[src/rtl/snes_pkg.sv]
// snes_pkg: shared state encoding, SNES button indices and frame-length helper
package snes_pkg;

    typedef enum logic [2:0] {
        ST_IDLE,
        ST_LATCH_HI,
        ST_LATCH_LO,
        ST_CLK_LO,
        ST_CLK_HI,
        ST_COMMIT,
        ST_WAIT
    } state_t;

    localparam int BTN_B      = 0;
    localparam int BTN_Y      = 1;
    localparam int BTN_SELECT = 2;
    localparam int BTN_START  = 3;
    localparam int BTN_UP     = 4;
    localparam int BTN_DOWN   = 5;
    localparam int BTN_LEFT   = 6;
    localparam int BTN_RIGHT  = 7;
    localparam int BTN_A      = 8;
    localparam int BTN_X      = 9;
    localparam int BTN_L      = 10;
    localparam int BTN_R      = 11;

    // Cycles from latch rise to the frame_done pulse
    function automatic int frame_len(input int bits, input int half_per);
        return 3 * half_per + 2 * bits * half_per + 1;
    endfunction

endpackage

[src/rtl/snes_debounce.sv]
// snes_debounce: per-pad debounce, committed button word and edge pulses
module snes_debounce #(
    parameter int BITS     = 16,
    parameter int DEBOUNCE = 2
) (
    input  logic            clk_50,
    input  logic            reset,
    input  logic            commit,
    input  logic [BITS-1:0] raw,
    output logic [BITS-1:0] buttons,
    output logic [BITS-1:0] pressed,
    output logic [BITS-1:0] released
);

    localparam int CW = (DEBOUNCE > 1) ? $clog2(DEBOUNCE) : 1;
    localparam logic [CW-1:0] TOP = CW'(DEBOUNCE - 1);

    logic [BITS-1:0] last_raw, next_btn;
    logic [CW-1:0]   cnt, next_cnt;

    // Saturating run-length of identical frames; commit once the run is long enough
    always_comb begin
        next_cnt = (raw != last_raw) ? '0 : (cnt == TOP) ? cnt : cnt + 1'b1;
        next_btn = (next_cnt == TOP) ? raw : buttons;
    end

    // State updates only on the commit strobe; edge pulses last exactly that one cycle
    always_ff @(posedge clk_50 or posedge reset) begin
        if (reset) begin
            cnt      <= '0;
            last_raw <= '0;
            buttons  <= '0;
            pressed  <= '0;
            released <= '0;
        end else begin
            pressed  <= commit ? (next_btn & ~buttons) : '0;
            released <= commit ? (buttons & ~next_btn) : '0;
            if (commit) begin
                cnt      <= next_cnt;
                last_raw <= raw;
                buttons  <= next_btn;
            end
        end
    end

endmodule

[src/rtl/snes_multipad_reader.sv]
// snes_multipad_reader: polls several serial SNES/NES pads on shared latch/clock lines
module snes_multipad_reader import snes_pkg::*; #(
    parameter int NUM_PADS     = 2,
    parameter int BITS         = 16,
    parameter int HALF_PER     = 300,
    parameter int UPDATE_DELAY = 30000,
    parameter int AUTO_POLL    = 1,
    parameter int DEBOUNCE     = 2
) (
    input  logic                     clk_50,
    input  logic                     reset,
    input  logic [NUM_PADS-1:0]      controller_dout,
    input  logic                     poll_req,
    output logic                     controller_latch,
    output logic                     controller_clk,
    output logic                     busy,
    output logic                     frame_done,
    output logic [NUM_PADS*BITS-1:0] buttons,
    output logic [NUM_PADS*BITS-1:0] pressed,
    output logic [NUM_PADS*BITS-1:0] released
);

    localparam int CMAX = (2 * HALF_PER > UPDATE_DELAY) ? 2 * HALF_PER : UPDATE_DELAY;
    localparam int CW   = $clog2(CMAX + 1);
    localparam int BW   = (BITS > 1) ? $clog2(BITS) : 1;
    localparam logic [CW-1:0] HP1  = CW'(HALF_PER - 1);
    localparam logic [CW-1:0] LH1  = CW'(2 * HALF_PER - 1);
    localparam logic [CW-1:0] WD1  = CW'(UPDATE_DELAY - 1);
    localparam logic [BW-1:0] LAST = BW'(BITS - 1);

    state_t          state;
    logic [CW-1:0]   cnt;
    logic [BW-1:0]   bit_idx;
    logic [BITS-1:0] shift [NUM_PADS];
    logic            sample, commit;

    // Pads hold data steady while the clock is low; sample once at CLK_LO entry
    assign sample = (state == ST_CLK_LO) && (cnt == HP1);
    assign commit = (state == ST_COMMIT);

    // Frame sequencer: every phase counts down from N-1 and moves on at zero
    always_ff @(posedge clk_50 or posedge reset) begin
        if (reset) begin
            state            <= ST_IDLE;
            cnt              <= '0;
            bit_idx          <= '0;
            controller_latch <= 1'b0;
            controller_clk   <= 1'b1;
            busy             <= 1'b0;
            frame_done       <= 1'b0;
        end else begin
            frame_done <= 1'b0;
            if (cnt != '0) begin
                cnt <= cnt - 1'b1;
            end else begin
                case (state)
                    ST_IDLE: if (AUTO_POLL != 0 || poll_req) begin
                        state            <= ST_LATCH_HI;
                        cnt              <= LH1;
                        controller_latch <= 1'b1;
                        busy             <= 1'b1;
                    end
                    ST_LATCH_HI: begin
                        state            <= ST_LATCH_LO;
                        cnt              <= HP1;
                        controller_latch <= 1'b0;
                    end
                    ST_LATCH_LO: begin
                        state          <= ST_CLK_LO;
                        cnt            <= HP1;
                        bit_idx        <= '0;
                        controller_clk <= 1'b0;
                    end
                    ST_CLK_LO: begin
                        state          <= ST_CLK_HI;
                        cnt            <= HP1;
                        controller_clk <= 1'b1;
                    end
                    ST_CLK_HI: if (bit_idx == LAST) begin
                        state <= ST_COMMIT;
                    end else begin
                        state          <= ST_CLK_LO;
                        cnt            <= HP1;
                        bit_idx        <= bit_idx + 1'b1;
                        controller_clk <= 1'b0;
                    end
                    ST_COMMIT: begin
                        state      <= ST_WAIT;
                        cnt        <= WD1;
                        busy       <= 1'b0;
                        frame_done <= 1'b1;
                    end
                    default: state <= ST_IDLE;
                endcase
            end
        end
    end

    // Per-pad shift capture; data lines are active-low so store the inverse
    always_ff @(posedge clk_50 or posedge reset) begin
        if (reset) begin
            for (int p = 0; p < NUM_PADS; p++) shift[p] <= '0;
        end else if (sample) begin
            for (int p = 0; p < NUM_PADS; p++) shift[p][bit_idx] <= ~controller_dout[p];
        end
    end

    for (genvar g = 0; g < NUM_PADS; g++) begin : g_pad
        snes_debounce #(.BITS(BITS), .DEBOUNCE(DEBOUNCE)) u_db (
            .clk_50   (clk_50),
            .reset    (reset),
            .commit   (commit),
            .raw      (shift[g]),
            .buttons  (buttons[g*BITS +: BITS]),
            .pressed  (pressed[g*BITS +: BITS]),
            .released (released[g*BITS +: BITS])
        );
    end

endmodule

[config.mk]
export PLATFORM = sky130hd
export DESIGN_NAME = snes_multipad_reader
export DESIGN_NICKNAME = d
export VERILOG_FILES = /design/src/rtl/snes_pkg.sv /design/src/rtl/snes_debounce.sv /design/src/rtl/snes_multipad_reader.sv
export SDC_FILE = /design/constraint.sdc
export NUM_CORES = 1
export LEC_CHECK = 0
export CAP_MARGIN = 30
export CORE_AREA = 2 2 195 139
export CTS_CLUSTER_DIAMETER = 200
export CTS_CLUSTER_SIZE = 25
export DETAILED_ROUTE_END_ITERATION = 7
export DIE_AREA = 0 0 197 141
export PLACE_DENSITY = 0.47
export SYNTH_ARGS = -nofsm -noshare
export SYNTH_HDL_FRONTEND = slang
export SYNTH_SLANG_ARGS = --single-unit
[constraint.sdc]
create_clock -name clk_50 -period 8.2 [get_ports clk_50]
set_clock_uncertainty 0.2 [all_clocks]
set_input_delay 0.82 -clock clk_50 [delete_from_list [all_inputs] [get_ports clk_50]]
set_output_delay 0.82 -clock clk_50 [all_outputs]
set_load 0.005 [all_outputs]
==> results of run 1 <==
synth_stat cells, types with 2 or more instances:
library cell / count / area [µm²]
nand2b_1: 4 / 25.0
nor2_1: 15 / 56.3
clkbuf_1: 15 / 56.3
nand2_1: 51 / 191
nand2_2: 4 / 25.0
mux2_1: 25 / 282
nor3_2: 2 / 20.0
and4_1: 2 / 17.5
nor3b_1: 33 / 248
dfrtp_1: 185 / 4630
a211oi_1: 2 / 15.0
buf_6: 3 / 33.8
ha_1: 7 / 87.6
inv_1: 41 / 154
xor2_1: 12 / 105
buf_2: 9 / 45.0
nor3_1: 47 / 235
buf_4: 2 / 15.0
mux2i_1: 33 / 330
xnor2_1: 30 / 263
o21ai_0: 43 / 215
a21oi_1: 18 / 90.1
nor4_1: 3 / 18.8
nand3_1: 9 / 45.0
nor4_4: 4 / 85.1
mux2_2: 7 / 78.8
nand4_1: 11 / 68.8
power by group:
part	switching [W]	internal, W	leakage (nW)
Combinational	0.0000345	0.0000137	1.68
Clock	0.000388	0.000441	0.290
Sequential	0.0000109	0.000925	2.48
cells in the final DEF (no fill, tap or decap), drive strengths merged, types with 30 or more instances in the layout:
master and n:
dfrtp 185, clkdlybuf4s50 103, nand2 56, nor3 50, inv 50, o21ai 44, mux2i 33, nor3b 33
mux2 32, xnor2 30
final cells by class:
| type | count | area, µm² |
|---|---|---|
| fillers | 2564 | 16400 |
| flip-flops and latches | 186 | 4660 |
| clock buffers | 18 | 439 |
| repair buffers | 109 | 1150 |
| well taps | 338 | 423 |
| inverters | 41 | 159 |
| multi-input cells | 383 | 2740 |
| clock inverters | 14 | 149 |
routing by layer:
metal | wire length, µm | vias to the layer above | track usage [%]
li1 | - | 2385 | -
met1 | 9010 | 2502 | 19.5
met2 | 7930 | 87 | 19.9
met3 | 875 | 9 | 3.78
met4 | 161 | 0 | 3.56
met5 | 0 | - | 0
cell families (layout without fill, tap and decap cells):
| kind of cell | count (synthesis) | after routing | synth area share [%] |
|---|---|---|---|
| AND/OR/NAND/NOR | 197 | 197 | 15.3 |
| adder cells (fa/ha/maj) | 7 | 7 | 1.14 |
| AO/OA/AOI/OAI | 72 | 72 | 5.23 |
| flip-flops | 186 | 186 | 60.6 |
| multiplexers | 65 | 65 | 8.99 |
| buffers and inverters | 70 | 182 | 3.96 |
| XOR/XNOR | 42 | 42 | 4.79 |
critical path, stage by stage, from the launching register on:
cell,delay (ns)
dfrtp_1,0.69
and2b_1,0.27
nand2_2,0.32
nor3_1,0.43
nand3_2,0.57
buf_16,0.39
nor3b_1,0.33
worst paths after layout:
kind                                                             end  slack, ns
worst max-delay path            g_pad[0].u_db.released[15]$_DFF_PP0_       4.86
worst min-delay path              g_pad[0].u_db.pressed[4]$_DFF_PP0_       0.28
worst max register to register  g_pad[0].u_db.released[15]$_DFF_PP0_       4.86
worst min register to register    g_pad[0].u_db.pressed[4]$_DFF_PP0_       0.28
max in group asynchronous                 controller_clk$_DFFE_PP1P_       6.25
min in group asynchronous        g_pad[1].u_db.pressed[11]$_DFF_PP0_       0.60
stage by stage:
stage	utilization, %	hold WS [ns]	total power (W)	cells	setup WS, ns
final	37.1	0.276	0.00181	1089	4.86
after global routing	37.1	0.300	0.00188	1089	4.60
after CTS	37.0	0.277	0.00184	1088	4.75
after detailed placement	34.8	0.266	0.00100	1056	4.76
after global placement	34.5	0.263	0.000999	1053	4.51
after floorplan	-	0.260	0.000981	639	2.12
flip-flops by register name, summed over array words and instances (netlist names), 3 cells and up:
name,cells
cnt,15
bit_idx,4
g_pad.u_db.last_raw,32
shift,32
g_pad.u_db.pressed,32
g_pad.u_db.released,32
g_pad.u_db.buttons,32
state,3
==> results.json, run 1 <==
{
  "powerDensity_mw_per_mm2": 187,
  "cp_max_fo": 29,
  "fmax_ghz": 0.299,
  "hold-path-cell-count": 1,
  "die_y_um": 141,
  "ys_ff_latch": 186,
  "clock_latency_ns": 0.43,
  "dr.pass1.iters": 4,
  "nets": 750,
  "clockBufferDepth": 2,
  "tightest_slew_ns": 0.881,
  "die_x_um": 197,
  "yosys_warnings": 0,
  "worstSetupPathType": "flip-flop to flip-flop",
  "cts_resized": 0,
  "cts_tree": "yes",
  "post_cts_buffers": 0,
  "drive_gt1_share_pct": 9.32,
  "ys_types": 49,
  "vias": 4983,
  "post-route-drc-count": 0,
  "synthArstFlopShare_pct": 100,
  "rsz0062_at_grt": "false",
  "hold_viol_final": 0,
  "cp-end-kind": "flip-flop",
  "root_buffer": "clkbuf_16",
  "grt.total_usage_pct": 13.5,
  "synthesis.nets": 651,
  "syn-cell-area_mm2": 0.00769,
  "grt_antenna_before_repair": 0,
  "slew_violations": 0,
  "routabilityCongestion": 0.779,
  "finalWirelength_um": 18000,
  "hp-class": "flip-flop to flip-flop",
  "dp_hpwl_um": 12900,
  "synth_edf_count": 0,
  "syn_inst": 639,
  "io-pin-count": 105,
  "power_leakage_nw": 4.45,
  "finalSetupViolations": 0,
  "cts_hold_buf": 0,
  "h-tree-depth": 4,
  "wl_per_cell_um": 16.5,
  "vdd_drop_max_mv": 0.146,
  "slew_headroom_pct": 41.1,
  "start_util_pct": 29.4,
  "avgSynthCellArea_um2": 12.0,
  "setup_tns_ns": 0,
  "fin_crit_sh_pct": 40.8,
  "status": "finished clean",
  "via_per_inst": 4.58,
  "ys.flop_type": "dfrtp_1",
  "postRouteAntennaNets": 0,
  "num_rows": 50,
  "max_cap_viol_count": 0,
  "place_area_mm2": 0.00910,
  "finalInstanceArea_mm2": 0.00971,
  "regToRegStartpoint": "state[2]$_DFFE_PP0N_",
  "crit_start": "state[2]$_DFFE_PP0N_",
  "cts_buffers": 17,
  "grt_pass1_wl_um": 28900,
  "seq_area_frac_synth_pct": 60.6,
  "insertedDiodeCount": 0,
  "clkSlewWorstSetupHoldPaths_ns": 0.07,
  "cts.sinks": 186,
  "dieArea_mm2": 0.0278,
  "syn_to_final_growth_pct": 26.4,
  "rr_worst_depth": 6,
  "grt.overflow.total": 0,
  "numPortBuffers": 103,
  "crit_required_ns": 8.31,
  "start_kind": "flip-flop",
  "drtIter0Drc": 212,
  "core_area_mm2": 0.0262,
  "min-delay-start": "g_pad[0].u_db.buttons[4]$_DFFE_PP0P_",
  "grt_max_degree": 77,
  "first_global_vias": 5083,
  "period_minus_slack_ns": 3.34,
  "worstPathArrival_ns": 3.45
}
Power figures use the tool's default switching activity.
==> run 2, diff against run 1 <==
==> constraint.sdc (replaced) <==
create_clock -name clk_50 -period 3.4 [get_ports clk_50]
set_clock_uncertainty 0.2 [all_clocks]
set_input_delay 0.34 -clock clk_50 [delete_from_list [all_inputs] [get_ports clk_50]]
set_output_delay 0.34 -clock clk_50 [all_outputs]
set_load 0.005 [all_outputs]
==> results.json, run 2 (synthesis gave the netlist of run 1 again) <==
{
  "drtIter0Drc": 240,
  "clock_latency_ns": 0.44,
  "hp-class": "input port to asynchronous set/reset pin",
  "grt_antenna_before_repair": 0,
  "nets": 755,
  "post_cts_buffers": 0,
  "total_power_w": 0.00445,
  "numPortBuffers": 103,
  "die_x_um": 197,
  "routabilityCongestion": 0.776,
  "core_area_mm2": 0.0262,
  "h-tree-depth": 4,
  "finalWirelength_um": 18100,
  "multiInputGateArea_mm2": 0.00274,
  "dp_hpwl_um": 13100,
  "drive_gt1_share_pct": 9.67,
  "period_minus_slack_ns": 2.63,
  "cts_tree": "yes",
  "postRouteAntennaNets": 0,
  "regToRegStartpoint": "state[1]$_DFFE_PP0N_",
  "fin_crit_sh_pct": 77.5,
  "clkSlewWorstSetupHoldPaths_ns": 0.07,
  "insertedDiodeCount": 0,
  "worstPathArrival_ns": 2.74,
  "vdd_drop_max_mv": 0.368,
  "first_global_vias": 5160,
  "worstSetupPathType": "flip-flop to flip-flop",
  "grt.total_usage_pct": 13.8,
  "setup_tns_ns": 0,
  "vias": 5012,
  "slew_violations": 0,
  "cts_hold_buf": 0,
  "cts_resized": 0,
  "grt_pass1_wl_um": 29400,
  "num_rows": 50,
  "fmax_ghz": 0.380,
  "tightest_slew_ns": 0.776,
  "rsz0062_at_grt": "false",
  "cts_buffers": 17,
  "crit_start": "state[1]$_DFFE_PP0N_",
  "die_y_um": 141,
  "place_area_mm2": 0.00914,
  "cp-end-kind": "flip-flop",
  "nFillCells": 2564,
  "powerDensity_mw_per_mm2": 457,
  "grt.overflow.total": 0,
  "layout_commonest_cell": "dfrtp_1",
  "root_buffer": "clkbuf_16",
  "start_kind": "flip-flop",
  "syn_to_final_growth_pct": 26.8,
  "final_cell_mix": "185 x dfrtp_1, 103 x clkdlybuf4s50_1, 50 x nand2_1",
  "crit_required_ns": 3.51,
  "clockBufferDepth": 2,
  "wl_per_cell_um": 16.6,
  "io-pin-count": 105,
  "finalInstanceArea_mm2": 0.00975,
  "grt_max_degree": 54,
  "via_per_inst": 4.59,
  "seq_area_mm2": 0.00466,
  "finalSetupViolations": 0,
  "start_util_pct": 29.4,
  "cts.sinks": 186,
  "max_cap_viol_count": 0,
  "slew_headroom_pct": 48.1,
  "fin_util_pct": 37.3,
  "dieArea_mm2": 0.0278,
  "status": "finished clean",
  "power_leakage_nw": 4.46,
  "dr.pass1.iters": 4,
  "cp_max_fo": 36,
  "hold_viol_final": 0,
  "post-route-drc-count": 0
}
-- run 2: cell types whose count changed in the layout (fill, tap and decap cells not counted) --
cell / previous run / this run
buf_16: 3 / 0
buf_12: 1 / 4
clkbuf_1: 0 / 1
buf_4: 2 / 7
inv_6: 6 / 2
inv_8: 4 / 2
clkinv_2: 1 / 2
clkinvlp_4: 1 / 2
bufinv_16: 1 / 3
-- run 2: area by class of cell --
type | instances | share of cell area (%)
multi-input cells | 383 | 28.1
clock buffers | 19 | 4.54
clock inverters | 12 | 1.69
inverters | 41 | 1.62
flip-flops and latches | 186 | 47.8
repair buffers | 114 | 11.9
well taps | 338 | 4.34
-- run 2: through the flow --
stage / hold slack, ns / setup slack [ns] / instances
after floorplan: 0.230 / 0.468 / 639
after global placement: 0.265 / 0.796 / 1062
after detailed placement: 0.266 / 0.760 / 1062
after CTS: 0.185 / 0.736 / 1093
after global routing: 0.213 / 0.548 / 1093
final: 0.170 / 0.766 / 1093
-- run 2: critical path: stages, from the launching register on --
cell     delay (ns)
dfrtp_1        0.60
and2b_1        0.35
nand2_2        0.12
nor3_1         0.27
nand3_2        0.35
buf_12         0.29
mux2_1         0.32
-- run 2: final timing paths --
check | to | slack, ns | cells after the start
max | g_pad[1].u_db.buttons[1]$_DFFE_PP0P_ | 0.77 | 6
min | g_pad[1].u_db.pressed[12]$_DFF_PP0_ | 0.17 | 2
max reg2reg | g_pad[1].u_db.buttons[1]$_DFFE_PP0P_ | 0.77 | 6
min reg2reg | g_pad[0].u_db.pressed[3]$_DFF_PP0_ | 0.28 | 1
max in group asynchronous | controller_clk$_DFFE_PP1P_ | 2.08 | 3
min in group clk_50 | g_pad[0].u_db.pressed[3]$_DFF_PP0_ | 0.28 | 1
-- run 2: power by group --
| part | switching [W] | total [W] | internal, W |
|---|---|---|---|
| clock network | 0.000889 | 0.00208 | 0.00119 |
| registers | 0.0000263 | 0.00226 | 0.00223 |
| logic | 0.0000834 | 0.000117 | 0.0000340 |
-- run 2: layer usage --
metal  track usage, %  routed length [µm]  share of wire (%)
met1             19.7                9190                 51
met2             19.9                7760                 43
met3             4.04                 903                5.0
met4             4.63                 290                1.6
met5                0                   0                  0
